`config.mk`:
```
export PLATFORM = sky130hd
export DESIGN_NAME = multdiv_ctrl
export DESIGN_NICKNAME = d
export VERILOG_FILES = /design/src/rtl/multdiv_ctrl.sv
export SDC_FILE = /design/constraint.sdc
export NUM_CORES = 1
export LEC_CHECK = 0
export BUFFER_PORTS_ARGS = -buffer_cell sky130_fd_sc_hd__buf_4
export CAP_MARGIN = 20
export CELL_PAD_IN_SITES_DETAIL_PLACEMENT = 0
export CELL_PAD_IN_SITES_GLOBAL_PLACEMENT = 2
export CORE_MARGIN = 1
export CORE_UTILIZATION = 28
export CTS_BUF_LIST = sky130_fd_sc_hd__clkbuf_16
export CTS_CLUSTER_SIZE = 20
export DETAILED_ROUTE_END_ITERATION = 8
export GPL_TIMING_DRIVEN = 0
export PLACE_DENSITY = 0.86
export SYNTH_ARGS = -nofsm -noshare
export SYNTH_HDL_FRONTEND = slang
export SYNTH_SLANG_ARGS = --single-unit
```
`constraint.sdc`:
```
create_clock -name clock -period 3.4 [get_ports clock]
set_input_delay 0.68 -clock clock [delete_from_list [all_inputs] [get_ports clock]]
set_output_delay 0.68 -clock clock [all_outputs]
set_load 0.02 [all_outputs]
```
`src/rtl/multdiv_ctrl.sv`:
```
// Issue/stall sequencer for the shared multi-cycle multiply/divide unit.
// Launches one op at a time, freezes the pipeline meanwhile, and hands the result to writeback.
module multdiv_ctrl #(
  parameter logic [4:0] OP_MUL  = 5'b00110,
  parameter logic [4:0] OP_DIV  = 5'b00111,
  parameter int         TIMEOUT = 40,
  parameter int         CNT_W   = 6
) (
  input  logic        clock,
  input  logic        reset_n,
  input  logic        x_valid,
  input  logic [4:0]  x_opcode,
  input  logic [4:0]  x_aluop,
  input  logic [4:0]  x_rd,
  input  logic        flush,
  input  logic        md_rdy,
  input  logic        md_exc,
  output logic        ctrl_mult,
  output logic        ctrl_div,
  output logic        stall,
  output logic        wb_valid,
  input  logic        wb_ready,
  output logic [4:0]  wb_rd,
  output logic [31:0] wb_status,
  output logic        busy,
  output logic [1:0]  dbg_state
);

  // Handshake: a result transfers on a cycle where wb_valid and wb_ready are both high;
  // wb_valid, wb_rd and wb_status hold steady while wb_valid is high and wb_ready is low.

  typedef enum logic [1:0] {
    IDLE  = 2'd0,
    BUSY  = 2'd1,
    DRAIN = 2'd2,
    DONE  = 2'd3
  } state_t;

  state_t           state, state_n;
  logic [CNT_W-1:0] cnt, cnt_n, cnt_inc;
  logic [4:0]       rd_q, rd_n;
  logic             div_q, div_n;
  logic             exc_q, exc_n;
  logic             tmo_q, tmo_n;
  logic             mult_n, divs_n;
  logic             is_md, is_div, cnt_max;

  assign is_div  = (x_aluop == OP_DIV);
  assign is_md   = x_valid && (x_opcode == 5'd0) && ((x_aluop == OP_MUL) || is_div);
  assign cnt_max = (cnt == CNT_W'(TIMEOUT - 1));
  assign cnt_inc = (cnt == {CNT_W{1'b1}}) ? cnt : cnt + 1'b1;

  always_ff @(posedge clock or negedge reset_n) begin
    if (!reset_n) begin
      state     <= IDLE;
      cnt       <= '0;
      rd_q      <= 5'd0;
      div_q     <= 1'b0;
      exc_q     <= 1'b0;
      tmo_q     <= 1'b0;
      ctrl_mult <= 1'b0;
      ctrl_div  <= 1'b0;
    end else begin
      state     <= state_n;
      cnt       <= cnt_n;
      rd_q      <= rd_n;
      div_q     <= div_n;
      exc_q     <= exc_n;
      tmo_q     <= tmo_n;
      ctrl_mult <= mult_n;
      ctrl_div  <= divs_n;
    end
  end

  always_comb begin
    state_n = state;
    cnt_n   = cnt;
    rd_n    = rd_q;
    div_n   = div_q;
    exc_n   = exc_q;
    tmo_n   = tmo_q;
    mult_n  = 1'b0;
    divs_n  = 1'b0;
    case (state)
      IDLE: begin
        if (is_md && !flush) begin
          state_n = BUSY;
          cnt_n   = '0;
          rd_n    = x_rd;
          div_n   = is_div;
          exc_n   = 1'b0;
          tmo_n   = 1'b0;
          mult_n  = !is_div;
          divs_n  = is_div;
        end
      end
      BUSY: begin
        cnt_n = cnt_inc;
        // A result arriving with the squash is simply dropped; nothing is left to drain.
        if (md_rdy && flush) begin
          state_n = IDLE;
        end else if (md_rdy) begin
          state_n = DONE;
          exc_n   = md_exc;
        end else if (flush) begin
          state_n = DRAIN;
          cnt_n   = '0;
        end else if (cnt_max) begin
          state_n = DONE;
          tmo_n   = 1'b1;
        end
      end
      DRAIN: begin
        cnt_n = cnt_inc;
        if (md_rdy || cnt_max) state_n = IDLE;
      end
      DONE: begin
        if (wb_ready) state_n = IDLE;
      end
      default: state_n = IDLE;
    endcase
  end

  always_comb begin
    wb_valid  = (state == DONE);
    wb_rd     = 5'd0;
    wb_status = 32'd0;
    if (state == DONE) begin
      wb_rd = (exc_q || tmo_q) ? 5'd30 : rd_q;
      if (tmo_q)      wb_status = 32'd7;
      else if (exc_q) wb_status = div_q ? 32'd5 : 32'd4;
    end
  end

  assign stall = ((state == IDLE) && is_md && !flush) || (state == BUSY)
              || ((state == DRAIN) && is_md) || ((state == DONE) && !wb_ready);
  assign busy      = (state != IDLE);
  assign dbg_state = state;

endmodule

```
# Yosys cells after proc, flatten, opt, wreduce, memory -nomap -nowiden
# Cells that the tools add are included.
[totals]
register_bits = 18
input_bits = 22
word_cells = 85
[classes]
add_sub_neg = 1
n_eq_ne = 16
mux = 33
reduce_logical = 27
[ops]
columns = ["op", "n"]
rows = [
  ["$mux 6", 5],
  ["$pmux 6 s3", 1],
  ["$mux 2", 7],
  ["$ne 2x2->1 const B", 7],
  ["$eq 6x6->1 const B", 2],
  ["$mux 1", 12],
  ["$eq 5x3->1 const B", 2],
  ["$mux 5", 2],
  ["$mux 3", 3],
  ["$logic_and 1x1->1", 8],
  ["$pmux 2 s4", 1],
  ["$reduce_and 4->1", 2],
  ["$add 6x1->6 const B", 1],
  ["$logic_or 1x1->1", 6],
  ["$reduce_and 6->1", 1],
  ["$logic_not 5->1", 1],
  ["$ne 5x5->1 const B", 1],
  ["$eq 2x2->1 const B", 2],
  ["$pmux 1 s2", 2],
  ["$reduce_and 2->1", 2],
  ["$reduce_bool 2->1", 2],
  ["$logic_not 1->1", 3],
  ["$reduce_bool 3->1", 1],
  ["$eq 2x1->1 const B", 1],
  ["other kinds (2)", 2],
]

# Logic depth before layout (Yosys ltp)
[depth]
depth_word = 8
mapped_depth = 8
depth_no_buf = 7

# Worst setup path before layout
# No wires, ideal clock.
[synth_timing]
path_kind = "in2out"
from = "input port x_opcode[1]"
to = "output port stall"
arrival_ns = 1.828
t_required_ns = 2.720
path_slack_ns = 0.892
stages = 4
path_buffers = 0
cell_sequence = "or4_4 -> nor3_4 -> nand3b_4 -> nand4b_1"
[synth_via]
elab_chain_cells = 8
word_cells_on_any_way = 9
[synth_lines]
columns = ["element", "line_no", "rtl"]
rows = [
  ["start, declared", "12", "input logic [4:0] x_opcode,"],
  ["$logic_not 5->1 *", "49", "assign is_md = x_valid && (x_opcode == 5'd0) && ((x_aluop == OP_MUL) || is_div);"],
  ["$logic_and 1x1->1 * (2 in a row)", "49", ""],
  ["$logic_and 1x1->1 (2 in a row)", "135", "assign stall = ((state == IDLE) && is_md && !flush) || (state == BUSY)"],
  ["$logic_or 1x1->1", "135", ""],
  ["$logic_or 1x1->1 * (2 in a row)", "136", "|| ((state == DRAIN) && is_md) || ((state == DONE) && !wb_ready);"],
  ["end, declared", "20", "output logic stall,"],
]
# Every way passes the cells marked *; elsewhere a longest branch is shown, timed or not.

# Final worst setup path
# Same ends and word-level chain as after synthesis.

==> impl_metrics.yaml <==
clocking:
  tritoncts: "built"
  clockRootBuffer: "clkbuf_16"
  numCtsBuffers: 3
  cts.path.max_buffers: 2
  post_cts_buffers: 0
  clk_pin_slew_ns: 0.05
  ctsHoldBuffers: 0
  insertion_delay_ns: 0.25
  cts.sinks: 18
  htreeDepth: 1
  cts_resized: 0
routing:
  drtAntennaViolNets: 0
  wl_per_cell_microns: 9.19
  finalWirelength_mm: 2.61
  drc: 0
  vias: 1102
  viasPerCell: 3.88
  drt-initial-drc-count: 42
  drt_first_pass_iters: 4
sta:
  relSlewSlack_pct: 56.5
  setup_viol: 0
  drv_slew: 0
  hold_viol: 0
  period_share_pct: 80.4
  min_period_ns: 2.73
  fin_setup_tns_ns: 0
  max_freq_ghz: 0.366
  worst_pin_slew_ns: 0.645
  finalClockSkew_ns: 0.00154
  rsz0062_at_grt: "no"
place:
  globalplace.congestion: 0.747
  io_buffers: 36
  placedCellCount: 280
  hpwl_mm: 2.12
worst_setup_path:
  max_stage_delay_ns: 0.56
  rr_endpoint: "dbg_state[0]"
  r2r_setup_slack_ns: 1.38
  crit_chain: "buf_4 -> or4_4 -> nor3_4 -> nand3b_4 -> nand4b_1 -> buf_4"
  critPathMaxFanout: 10
  cp_slowest_cell: "or4_4"
  worst_ep_required_time_ns: 2.72
  reg2reg_depth: 8
  worstSetupEndpointType: "primary output"
  cp_common_cell: "buf_4"
  timing.rr.start: "dbg_state[1]"
  crit_arrival_ns: 2.05
  critical_path_class: "primary input to primary output"
  start_kind: "primary input"
synth:
  ys_warn_count: 0
  yosysMostFrequentCell: "buf_4"
  netlist_area_sq_um: 1370
  async_flop_share_pct: 100
  synth_edf_count: 0
  syn_avg_cell_area_sq_um: 9.19
  synthTopCellsByCount: "buf_4 (29), dfrtp_1 (18), nand2_1 (17), inv_1 (11), nor2_1 (11)"
  ys_types: 44
  synth_top_area_share_pct: 32.9
  ys_seq_area_share_pct: 32.9
  ys_seq_elements: 18
  synth_largest_area_cell: "dfrtp_1"
  synth-main-ff-cell: "dfrtp_1"
  synth_cells: 149
  synth_area_leaders: "dfrtp_1 (33%), buf_4 (16%), ha_1 (5.5%)"
cells_and_area:
  diodes: 0
  fin_cells: 284
  drive_gt1_share_pct: 37.3
  area_delta_synth_final_pct: 39.3
  seq_area_sq_um: 450
  num-nets-final: 246
  multi_input_area_sq_um: 757
  fillCellCount: 485
  fin_util_pct: 40.4
min_path:
  hold_path.class: "primary input to async pin"
power:
  swShare_pct: 40.0
  p_per_area_nw_per_um2: 545
  power.internal_uw: 622
  clkPwrFrac_pct: 22.8
  switchingPower_uw: 416
  combPwrFrac_pct: 50.8
  ir_drop_mv: 0.211
  power_mw: 1.04
  seqPwrFrac_pct: 26.4
  p_leak_nw: 1.06
run_status:
  status: "finished, final reports clean"
floorplan:
  start_util_pct: 29.0
  io_pins: 66
  core_sq_um: 4720
  die_h_microns: 71.9
  die_area_sq_um: 5170
  row_count: 25
  die_x_microns: 71.9
grt:
  antenna_found_initial: 0
  grt_max_degree: 19
  grt_pass1_wl_mm: 4.31
  track_usage_pct: 10.8
  grt_pass1_vias: 977
  grt_remaining_overflow: 0
job:
  drv_cap: 0
## power by group through the flow
| stage | sequential, mW | combinational (mW) | clock [mW] |
|---|---|---|---|
| 2_1_floorplan | 0.283 | 0.373 | 0 |
| 3_3_place_gp | 0.279 | 0.530 | 0 |
| 3_5_place_dp | 0.279 | 0.532 | 0 |
| 4_1_cts | 0.275 | 0.533 | 0.239 |
| 5_1_grt | 0.280 | 0.590 | 0.249 |
| 6_report | 0.274 | 0.528 | 0.236 |
## cell usage in the layout (no fill, tap or decap), drive strengths merged, types with 2 or more instances in the layout
| cell type | n |
|---|---|
| clkbuf | 5 |
| nand4 | 2 |
| a21oi | 7 |
| buf | 65 |
| ha | 6 |
| nor2 | 11 |
| mux2i | 2 |
| o22ai | 2 |
| nand3 | 5 |
| nand2b | 4 |
| and2b | 2 |
| conb | 29 |
| o21ai | 4 |
| nor3 | 2 |
| dfrtp | 18 |
| mux2 | 5 |
| inv | 11 |
| nand2 | 17 |
## cell type report
cell class              instances  share of cell area [%]
multi-input cells             117                    39.7
flip-flops and latches         18                    23.6
repair buffers                 36                    14.2
plain buffers                  31                    11.8
well taps                      67                    4.40
clock buffers                   3                    3.94
inverters                      11                    2.17
clock inverters                 1                   0.197
## cell families after synthesis
group / Yosys count / synth area share, %
other: 1 / 0.274
AND/OR/NAND/NOR: 53 / 24.0
multiplexers: 7 / 5.58
buffers and inverters: 42 / 19.5
AO/OA/AOI/OAI: 22 / 12.3
adder cells (fa/ha/maj): 6 / 5.48
flip-flops: 18 / 32.9
## per-layer routing
layer	share of wire (%)	wire [microns]	up-vias	global-route usage, %
li1	-	-	583	-
met1	45	1190	476	14.3
met2	47	1220	38	16.8
met3	5.3	137	5	1.39
met4	2.5	65	0	6.54
met5	0	0	-	0
## worst max-delay path, delay by kind of cell
kind	cells	cell delay, ns
buf+inv	2	0.26
simple gates	4	1.11
## stage by stage
step,worst slack [ns],hold WS (ns),instance area (sq um)
5_1_grt,0.509,0.306,1910
4_1_cts,0.649,0.295,1910
3_3_place_gp,0.672,0.463,1830
2_1_floorplan,0.892,0.384,1470
3_5_place_dp,0.648,0.469,1830
6_report,0.667,0.286,1910
## worst max-delay path by stage
stage              endpoint          from  cells past startpoint
4_1_cts               stall   x_opcode[1]                      6
3_3_place_gp          stall   x_opcode[1]                      6
6_report              stall   x_opcode[1]                      6
3_5_place_dp          stall   x_opcode[1]                      6
2_1_floorplan         stall   x_opcode[1]                      4
5_1_grt        wb_status[0]  dbg_state[1]                      5
## state kept, by name (all words and copies together) (netlist names)
signal     count
div_q          1
exc_q          1
cnt            6
rd_q           5
dbg_state      2
ctrl_mult      1
tmo_q          1
ctrl_div       1
No activity file was read; power rests on OpenSTA's default activity.
